==> src/rtl/imem_pkg.sv <==
// ============================================================================
// imem_pkg : shared state encoding, size defaults and byte-lane constants
// Rev 1.0
// ============================================================================
`timescale 1ns/1ps
`default_nettype none

package imem_pkg;

   localparam int unsigned c_DEPTH_DEF = 32;
   localparam int unsigned c_AW_DEF    = 5;
   localparam int unsigned c_BYTE_W    = 8;

   // Little-endian lanes: the first byte of a word lands in bits [7:0]
   localparam logic [4:0] c_LANE0_LSB = 5'd0;
   localparam logic [4:0] c_LANE1_LSB = 5'd8;
   localparam logic [4:0] c_LANE2_LSB = 5'd16;
   localparam logic [4:0] c_LANE3_LSB = 5'd24;

   typedef enum logic [2:0] {
      S_IDLE  = 3'd0,
      S_LOAD  = 3'd1,
      S_WRITE = 3'd2,
`ifdef IMEM_LOADER_CHECKSUM_EN
      S_CHECK = 3'd3,
`endif
      S_RUN   = 3'd4
   } state_e;

   function automatic logic [4:0] lane_lsb(input logic [1:0] idx);
      case (idx)
         2'd0:    lane_lsb = c_LANE0_LSB;
         2'd1:    lane_lsb = c_LANE1_LSB;
         2'd2:    lane_lsb = c_LANE2_LSB;
         default: lane_lsb = c_LANE3_LSB;
      endcase
   endfunction

endpackage

`default_nettype wire

==> src/rtl/imem_word_assembler.sv <==
// ============================================================================
// imem_word_assembler : byte counter, little-endian word builder, payload sum
// Rev 1.0 -- sum only present with IMEM_LOADER_CHECKSUM_EN
// ============================================================================
`timescale 1ns/1ps
`default_nettype none

module imem_word_assembler
   import imem_pkg::*;
(
   input  logic        clk,
   input  logic        rst_n,
   input  logic        clr_i,
   input  logic        accept_i,
   input  logic [7:0]  byte_i,
   output logic [31:0] word_o,
   output logic        last_o
`ifdef IMEM_LOADER_CHECKSUM_EN
   ,
   output logic [7:0]  sum_o
`endif
);

   logic [1:0]  cnt_q, cnt_d;
   logic [31:0] word_q, word_d;
   logic [4:0]  w_lsb;
`ifdef IMEM_LOADER_CHECKSUM_EN
   logic [7:0]  sum_q, sum_d;
`endif

   assign w_lsb = lane_lsb(cnt_q);

   always_comb begin
      cnt_d  = cnt_q;
      word_d = word_q;
`ifdef IMEM_LOADER_CHECKSUM_EN
      sum_d  = sum_q;
`endif
      if (clr_i) begin
         cnt_d  = '0;
         word_d = '0;
`ifdef IMEM_LOADER_CHECKSUM_EN
         sum_d  = '0;
`endif
      end else if (accept_i) begin
         word_d[w_lsb +: c_BYTE_W] = byte_i;
         cnt_d = cnt_q + 2'd1;
`ifdef IMEM_LOADER_CHECKSUM_EN
         sum_d = sum_q + byte_i;
`endif
      end
   end

   always_ff @(posedge clk) begin
      if (!rst_n) begin
         cnt_q  <= '0;
         word_q <= '0;
`ifdef IMEM_LOADER_CHECKSUM_EN
         sum_q  <= '0;
`endif
      end else begin
         cnt_q  <= cnt_d;
         word_q <= word_d;
`ifdef IMEM_LOADER_CHECKSUM_EN
         sum_q  <= sum_d;
`endif
      end
   end

   assign word_o = word_q;
   assign last_o = accept_i && (cnt_q == 2'd3);
`ifdef IMEM_LOADER_CHECKSUM_EN
   assign sum_o  = sum_q;
`endif

endmodule

`default_nettype wire

==> src/rtl/imem_loader.sv <==
// ============================================================================
// imem_loader : boot-byte stream to instruction-memory loader, gates CPU run
// Rev 1.0 -- optional trailing checksum byte via IMEM_LOADER_CHECKSUM_EN
// ============================================================================
`timescale 1ns/1ps
`default_nettype none

module imem_loader
   import imem_pkg::*;
#(
   parameter int unsigned DEPTH = c_DEPTH_DEF,
   parameter int unsigned AW    = c_AW_DEF
) (
   input  logic          clk,
   input  logic          rst_n,
   input  logic          start,
   input  logic [AW:0]   len_words,
   input  logic          byte_valid,
   input  logic [7:0]    byte_data,
   output logic          byte_ready,
   input  logic [31:0]   cpu_addr,
   output logic          mem_wr_en,
   output logic [31:0]   mem_addr,
   output logic [31:0]   mem_data_in,
   output logic          cpu_run,
   output logic          done,
   output logic          err
);

   state_e        state_q, state_d;
   logic [AW-1:0] wptr_q, wptr_d;
   logic [AW:0]   len_q, len_d;
   logic          done_q, done_d;
   logic          err_q, err_d;

   logic          w_clr;
   logic          w_accept;
   logic          w_last_byte;
   logic          w_last_word;
   logic          w_len_ok;
   logic [31:0]   w_word;
`ifdef IMEM_LOADER_CHECKSUM_EN
   logic [7:0]    w_sum;
`endif

   assign w_accept    = byte_valid && (state_q == S_LOAD);
   assign w_len_ok    = (len_words <= (AW+1)'(DEPTH));
   assign w_last_word = (({1'b0, wptr_q} + (AW+1)'(1)) == len_q);

   imem_word_assembler u_asm (
      .clk      (clk),
      .rst_n    (rst_n),
      .clr_i    (w_clr),
      .accept_i (w_accept),
      .byte_i   (byte_data),
      .word_o   (w_word),
      .last_o   (w_last_byte)
`ifdef IMEM_LOADER_CHECKSUM_EN
      ,
      .sum_o    (w_sum)
`endif
   );

   always_comb begin
      state_d = state_q;
      wptr_d  = wptr_q;
      len_d   = len_q;
      done_d  = 1'b0;
      err_d   = err_q;
      w_clr   = 1'b0;
      unique case (state_q)
         // RUN re-arms exactly like IDLE; an oversize length leaves state alone
         S_IDLE, S_RUN: begin
            if (start) begin
               if (!w_len_ok) begin
                  err_d = 1'b1;
               end else begin
                  err_d  = 1'b0;
                  w_clr  = 1'b1;
                  wptr_d = '0;
                  len_d  = len_words;
                  if (len_words == '0) begin
                     state_d = S_RUN;
                     done_d  = 1'b1;
                  end else begin
                     state_d = S_LOAD;
                  end
               end
            end
         end
         S_LOAD: begin
            if (w_last_byte) state_d = S_WRITE;
         end
         S_WRITE: begin
            wptr_d = wptr_q + AW'(1);
            if (w_last_word) begin
`ifdef IMEM_LOADER_CHECKSUM_EN
               state_d = S_CHECK;
`else
               state_d = S_RUN;
               done_d  = 1'b1;
`endif
            end else begin
               state_d = S_LOAD;
            end
         end
`ifdef IMEM_LOADER_CHECKSUM_EN
         S_CHECK: begin
            if (byte_valid) begin
               if (byte_data == w_sum) begin
                  state_d = S_RUN;
                  done_d  = 1'b1;
               end else begin
                  state_d = S_IDLE;
                  err_d   = 1'b1;
               end
            end
         end
`endif
         default: state_d = S_IDLE;
      endcase
   end

   always_ff @(posedge clk) begin
      if (!rst_n) begin
         state_q <= S_IDLE;
         wptr_q  <= '0;
         len_q   <= '0;
         done_q  <= 1'b0;
         err_q   <= 1'b0;
      end else begin
         state_q <= state_d;
         wptr_q  <= wptr_d;
         len_q   <= len_d;
         done_q  <= done_d;
         err_q   <= err_d;
      end
   end

`ifdef IMEM_LOADER_CHECKSUM_EN
   assign byte_ready = (state_q == S_LOAD) || (state_q == S_CHECK);
`else
   assign byte_ready = (state_q == S_LOAD);
`endif
   assign mem_wr_en   = (state_q == S_WRITE);
   assign mem_addr    = mem_wr_en ? {{(32-AW){1'b0}}, wptr_q} : cpu_addr;
   assign mem_data_in = w_word;
   assign cpu_run     = (state_q == S_RUN);
   assign done        = done_q;
   assign err         = err_q;

endmodule

`default_nettype wire

==> config.mk <==
export PLATFORM = sky130hd
export DESIGN_NAME = imem_loader
export DESIGN_NICKNAME = d
export VERILOG_FILES = /design/src/rtl/imem_pkg.sv /design/src/rtl/imem_word_assembler.sv /design/src/rtl/imem_loader.sv
export SDC_FILE = /design/constraint.sdc
export NUM_CORES = 1
export LEC_CHECK = 0
export CAP_MARGIN = 20
export CORE_MARGIN = 5
export CORE_UTILIZATION = 29
export DETAILED_ROUTE_END_ITERATION = 6
export PLACE_DENSITY = 0.59
export SYNTH_ARGS = -nofsm -noshare
export SYNTH_HDL_FRONTEND = slang
export SYNTH_SLANG_ARGS = --single-unit
==> constraint.sdc <==
create_clock -name clk -period 2.12 [get_ports clk]
set_clock_uncertainty 0.05 [all_clocks]
set_input_delay 0.212 -clock clk [delete_from_list [all_inputs] [get_ports clk]]
set_output_delay 0.212 -clock clk [all_outputs]
set_load 0.02 [all_outputs]
; Word level (Yosys, flattened, before mapping)
; Index checks and enable logic that the tools add are counted.
[word_totals]
register_bits = 50
in_bits = 50
output_inout_bits = 69
elab_cells = 58
[op_classes]
add_sub_neg = 4
order_cmp = 1
n_eq_ne = 10
shifts = 2
mux = 21
bitwise_logic = 1
n_reduce_logical = 12
[op_table]
columns = cell, n
row1 = $bwmux 32, 1
row2 = $mux 32, 1
row3 = $shift 8x7->32 const A, 1
row4 = $shiftx 8x7->32, 1
row5 = $mux 3, 5
row6 = $pmux 5 s3, 1
row7 = $mux 5, 2
row8 = $pmux 5 s2, 1
row9 = $pmux 3 s3, 1
row10 = $reduce_and 3->1, 3
row11 = $mux 1, 8
row12 = $neg 5->7, 1
row13 = $add 5x1->6 const B, 1
row14 = $eq 6x6->1, 1
row15 = $le 6x6->1 const B, 1
row16 = $logic_not 6->1, 1
row17 = $add 5x1->5 const B, 1
row18 = $eq 2x2->1 const B, 2
row19 = $ne 2x2->1 const B, 2
row20 = $reduce_or 2->1, 2
row21 = $eq 3x1->1 const B, 1
row22 = $eq 3x2->1 const B, 1
row23 = $eq 3x3->1 const B, 1
row24 = $logic_not 3->1, 1
row25 = 9 further kinds, 10

; Longest topological paths before layout
; Gate-level depths: netlist of the first run.
[logic_depth]
depth_word = 5
depth_mapped = 7
mapped_depth_nobuf = 7

; Hierarchy
; From an unflattened synthesis of the first run, not the netlist that was laid out.
[hier_totals]
hier_cells = 305
hier_area_um2 = 2568.7
[modules_own_cells]
columns = mod, n_inst, cells_each, area_per_inst_um2
row1 = imem_word_assembler, 1, 158, 1432.6
row2 = imem_loader, 1, 147, 1136.1

; Worst setup path after synthesis of the first run
; No wires, ideal clock.
[synth_path]
kind = flip-flop to flip-flop
start = register u_asm.cnt_q[0]
end = register u_asm.word_q[0] (netlist: u_asm.word_o[0])
setup_ns = 0.070
arrival_ns = 1.689
setup_slack_ns = 0.311
path_stages_with_launch = 6
synth_period_minus_slack_ns = 1.809
path_cell_list = dfxtp_1 -> inv_1 -> ha_1 -> nor4b_2 -> nand3_1 -> a21oi_1
[synth_between]
elab_chain_len = 5
word_cells_on_any_way = 8
cone_classes = 1 x add/sub / 2 x eq/ne / 2 x shift / 2 x mux / 1 x reduce/logical
[synth_rtl]
columns = element, line
row1 = start: declaration, imem_word_assembler.sv:24  ; logic [1:0] cnt_q, cnt_d;
row2 = start signal: assignment, imem_word_assembler.sv:62  ; cnt_q <= cnt_d;
row3 = $eq 2x2->1 (tied with other cells), imem_pkg.sv:31  ; case (idx)
row4 = $pmux 5 s3 *, imem_pkg.sv:31
row5 = $neg 5->7 *, imem_word_assembler.sv:46  ; word_d[w_lsb +: c_BYTE_W] = byte_i;
row6 = $shiftx 8x7->32 or $shift 8x7->32 (tied branches), imem_word_assembler.sv:46
row7 = $bwmux 32 *, imem_word_assembler.sv:46
row8 = end signal: assignment, imem_word_assembler.sv:63  ; word_q <= word_d;
row9 = end: declaration, imem_word_assembler.sv:25  ; logic [31:0] word_q, word_d;
; Mark *: on every way between the ends. The rest lies on a longest branch, timed or not.
; A chain may end at the register's enable or synchronous reset.

; Worst setup path in the final report of the first run
[layout_path]
start = register state_q[0]
end = output mem_addr[5]
[layout_between]
elab_chain_len = 2
[layout_rtl]
columns = element, line
row1 = start: declaration, imem_loader.sv:30  ; state_e state_q, state_d;
row2 = start signal: assignment, imem_loader.sv:132  ; state_q <= state_d;
row3 = $eq 3x2->1, imem_loader.sv:145  ; assign mem_wr_en = (state_q == S_WRITE);
row4 = $mux 32, imem_loader.sv:146  ; assign mem_addr = mem_wr_en ? {{(32-AW){1'b0}}, wptr_q} : cpu_addr;
row5 = end: declaration, imem_loader.sv:23  ; output logic [31:0] mem_addr,
; No other way between the ends.

==> results of run 1 <==
-- how the worst max path moves through the flow --
stage                             to  slack [ns]  cells past startpoint
floorplan            u_asm.word_o[0]        0.31                      5
detailed placement               err       0.006                      7
CTS                      mem_addr[2]       -0.16                      6
global placement    u_asm.word_o[26]        0.07                      7
finish                   mem_addr[5]        0.09                      5
global route            mem_addr[22]       0.004                      5
-- power by group --
| part | internal, W | total [W] | switching (W) |
|---|---|---|---|
| Clock | 0.000358 | 0.000695 | 0.000337 |
| Sequential | 0.000953 | 0.000965 | 0.0000114 |
| Combinational | 0.000197 | 0.000383 | 0.000185 |
| Total | 0.00151 | 0.00204 | 0.000534 |
-- timing repair --
action                     4_1_cts  5_1_grt
setup endpoints to repair       33       32
cloned                           0        0
gates resized for setup         32        4
pin swaps                        0        0
hold endpoints to repair         0        0
-- area by class of cell --
type	instances	area [sq um]	share of cell area (%)
inverters	3	11.3	0.282
clock inverters	3	47.5	1.19
repair buffers	132	1270	31.8
clock buffers	5	68.8	1.73
well taps	108	135	3.39
multi-input cells	248	1460	36.5
flip-flops and latches	50	1000	25.1
-- registers in the layout, summed over array words and instances, names as in the netlist --
name          count
wptr_q            5
len_q             6
done              1
err               1
state_q           3
u_asm.word_o     32
u_asm.cnt_q       2
-- routing by layer --
metal,up-vias,share of wire [%]
met1,1250,46
li1,1327,-
met5,-,0
met3,4,4.0
met4,0,0.73
met2,53,50
-- stage by stage --
stage	util [%]	setup WS (ns)	TNS, ns	total power (W)	hold slack (ns)
after floorplan	-	0.311	0	0.00117	0.302
after global placement	45.0	0.0726	0	0.00139	0.392
after detailed placement	45.0	0.00641	0	0.00139	0.395
after CTS	45.8	-0.159	-0.159	0.00206	0.410
after global routing	45.9	0.00360	0	0.00214	0.420
final	45.9	0.0941	0	0.00204	0.407
-- cell families (layout without fill, tap and decap cells) --
kind of cell	count (synthesis)	count (layout)	share of synthesized area, %
and+or+nand+nor	172	172	35.6
adders and majority gates	8	8	3.91
AOI/OAI and AO/OA	56	56	13.0
muxes	5	5	1.96
buffers and inverters	19	143	3.96
xor gates and xnor gates	7	7	2.40
DFF	50	50	39.1
-- worst max-delay path, delay by kind of cell (launching register included) --
family	cells	cell delay [ns]
flip-flops	1	0.32
buffers and inverters	2	0.50
AND/OR/NAND/NOR	3	0.63
-- layout by cell type (no fill, tap or decap), drive strengths merged, types with 2 or more instances in the layout --
master / synthesis / routed
a21boi: 5 / 5
a21oi: 38 / 38
and2: 32 / 32
and3: 7 / 7
buf: 9 / 14
clkbuf: 7 / 5
clkdlybuf4s50: 0 / 85
dfxtp: 50 / 50
dlygate4sd2: 0 / 32
ha: 8 / 8
inv: 3 / 4
mux2i: 5 / 5
nand2: 52 / 52
nand2b: 4 / 4
nand3: 38 / 38
nand4: 2 / 2
nor2: 16 / 16
nor2b: 6 / 6
nor3b: 2 / 2
nor4b: 2 / 2
o21ai: 7 / 7
or2: 2 / 2
or3: 2 / 2
xnor2: 4 / 4
xor2: 3 / 3
==> flow_metrics.env, run 1 <==
export IMPL_status="complete, no violations"
export IMPL_cts_root_buffer="sky130_fd_sc_hd__clkbuf_8"
export IMPL_gr_usage_met3_pct=2.79
export IMPL_crit_type="register to output pin"
export IMPL_ir_drop_mv=0.285
export IMPL_htreeDepth=2
export IMPL_layout_drive_gt1_share_pct=7.94
export IMPL_post_cts_repair_setup_buffers=0
export IMPL_cts_hold_buffers=0
export IMPL_die_w_um=104
export IMPL_synth_yosys_warnings=0
export IMPL_nNetsFinal=498
export IMPL_yosysTopAreaCell="sky130_fd_sc_hd__dfxtp_1"
export IMPL_fmax_mhz=494
export IMPL_num_fill_cells=894
export IMPL_rr_endpoint="done"
export IMPL_synth_ff_latch_count=50
export IMPL_clock_path_buffers=2
export IMPL_grt_busiest_layer="met2"
export IMPL_cp_end_kind="output pin"
export IMPL_setup_violations=0
export IMPL_synth_top_area_share_pct=39.1
export IMPL_timing_worst_slew_pin_value_ns=0.385
export IMPL_worstHoldPathCells=2
export IMPL_syn_nets=375
export IMPL_grt_start_max_net_pins=39
export IMPL_period_minus_slack_ns=2.03
export IMPL_worst_hold_check_path_type="register to register"
export IMPL_syn_to_final_growth_pct=55.9
export IMPL_finished_layout_cells=549
export IMPL_cts_sinks=50
export IMPL_synthesis_area_per_instance_sq_um=8.07
export IMPL_synthesis_area_sq_um=2560
export IMPL_critPathSlowestCell="sky130_fd_sc_hd__dfxtp_1"
export IMPL_globalplace_congestion=0.806
export IMPL_synth_flop_cell="sky130_fd_sc_hd__dfxtp_1"
export IMPL_start_util_pct=29.5
export IMPL_ant_nets=0
export IMPL_num_antenna_cells=0
export IMPL_arrival_ns=1.76
export IMPL_cts_tree="done"
export IMPL_critPathLaunch="state_q[0]"
export IMPL_placed_instance_area_sq_um=3900
export IMPL_grt_util_met2_pct=23.6
export IMPL_num_vias=2634
export IMPL_detailedRoute_firstPassIterationCount=4
export IMPL_track_usage_pct=14.2
export IMPL_placeableCoreArea_sq_um=8680
export IMPL_io_pins=119
export IMPL_cell_by_cell_trace_of_the_critical_path="nand2b_1 > or2_2 > buf_8 > and2_1 > dlygate4sd2_1"
export IMPL_power_per_cell_area_nw_per_um2=512
export IMPL_worstSkewPairLatency_ns=0.30
export IMPL_first_iter_violations=103
export IMPL_asr_flop_ratio_synth_pct=0
export IMPL_remaining_drc_errors=0
export IMPL_synth_top_cells_by_count="sky130_fd_sc_hd__nand2_1, sky130_fd_sc_hd__dfxtp_1, sky130_fd_sc_hd__a21oi_1"
export IMPL_maximum_net_fanout_on_the_critical_path=38
export IMPL_port_buffers=118
export IMPL_die_area_sq_um=10800
export IMPL_grtUsageMet1_pct=19.1
export IMPL_crit_required_ns=1.86
export IMPL_detail_route_vias_per_cell=4.80
export IMPL_synth_cell_types=45
export IMPL_final_hold_violation_count=0
export IMPL_grt_ovfl_total=0
export IMPL_design_area_sq_um=3990
export IMPL_r2r_start="wptr_q[1]"
export IMPL_placedCellCount=541
export IMPL_rows=34
export IMPL_register_to_register_path_depth=6
export IMPL_synth_top_cells_by_area="sky130_fd_sc_hd__dfxtp_1, sky130_fd_sc_hd__and2_1, sky130_fd_sc_hd__nand2_1, sky130_fd_sc_hd__a21oi_1, sky130_fd_sc_hd__nand3_1"
export IMPL_hpwl_um=6260
export IMPL_cpPeakStageDelay_ns=0.32
export IMPL_register_area_share_after_synthesis_pct=39.1
export IMPL_routed_wl_um=7940
export IMPL_antenna_found_initial=0
export IMPL_maxSlewViolCount=0
export IMPL_slew_headroom_pct=74.2
export IMPL_hold_ep="u_asm.word_o[9]"
export IMPL_drv_cap=0
export IMPL_clock_transition_time_at_the_flip_flop_clock_pins_of_the_worst_setup_and_hold_paths_ns=0.10
export IMPL_holdCritStartpoint="u_asm.word_o[9]"
export IMPL_rsz0062_at_grt="no"
export IMPL_layout_worst_path_cycle_share_pct=95.6
export IMPL_chipHeight_um=104
export IMPL_grt_pass1_vias=2499
export IMPL_critPathLaunchType="register"
export IMPL_post_drt_wl_per_cell_um=14.5
export IMPL_grt_first_pass_wirelength_um=12800
export IMPL_post_synth_edffs=0
export IMPL_cts_buffers=5
export IMPL_p_leak_nw=1.52
export IMPL_synth_most_common_cell="sky130_fd_sc_hd__nand2_1"
export IMPL_r2r_setup_slack_ns=0.20
export IMPL_synthCells=317
(Power assumes the default switching activity.)
==> inputs of run 2 (changes only) <==
--- a/config.mk
+++ b/config.mk
@@ -5,7 +5,7 @@
 export SDC_FILE = /design/constraint.sdc
 export NUM_CORES = 1
 export LEC_CHECK = 0
-export CAP_MARGIN = 20
+export CAP_MARGIN = 5
 export CORE_MARGIN = 5
 export CORE_UTILIZATION = 29
 export DETAILED_ROUTE_END_ITERATION = 6
==> results of run 2 <==
The final DEF is identical to that of run 1; final timing and power are the same.
==> inputs of run 3 (changes only) <==
--- a/config.mk
+++ b/config.mk
@@ -8,8 +8,11 @@
 export CAP_MARGIN = 5
 export CORE_MARGIN = 5
 export CORE_UTILIZATION = 29
+export CTS_CLUSTER_DIAMETER = 150
+export CTS_CLUSTER_SIZE = 14
 export DETAILED_ROUTE_END_ITERATION = 6
 export PLACE_DENSITY = 0.59
+export SLEW_MARGIN = 10
 export SYNTH_ARGS = -nofsm -noshare
 export SYNTH_HDL_FRONTEND = slang
 export SYNTH_SLANG_ARGS = --single-unit
==> results of run 3 <==
The final DEF is identical to that of run 1; final timing and power are the same.
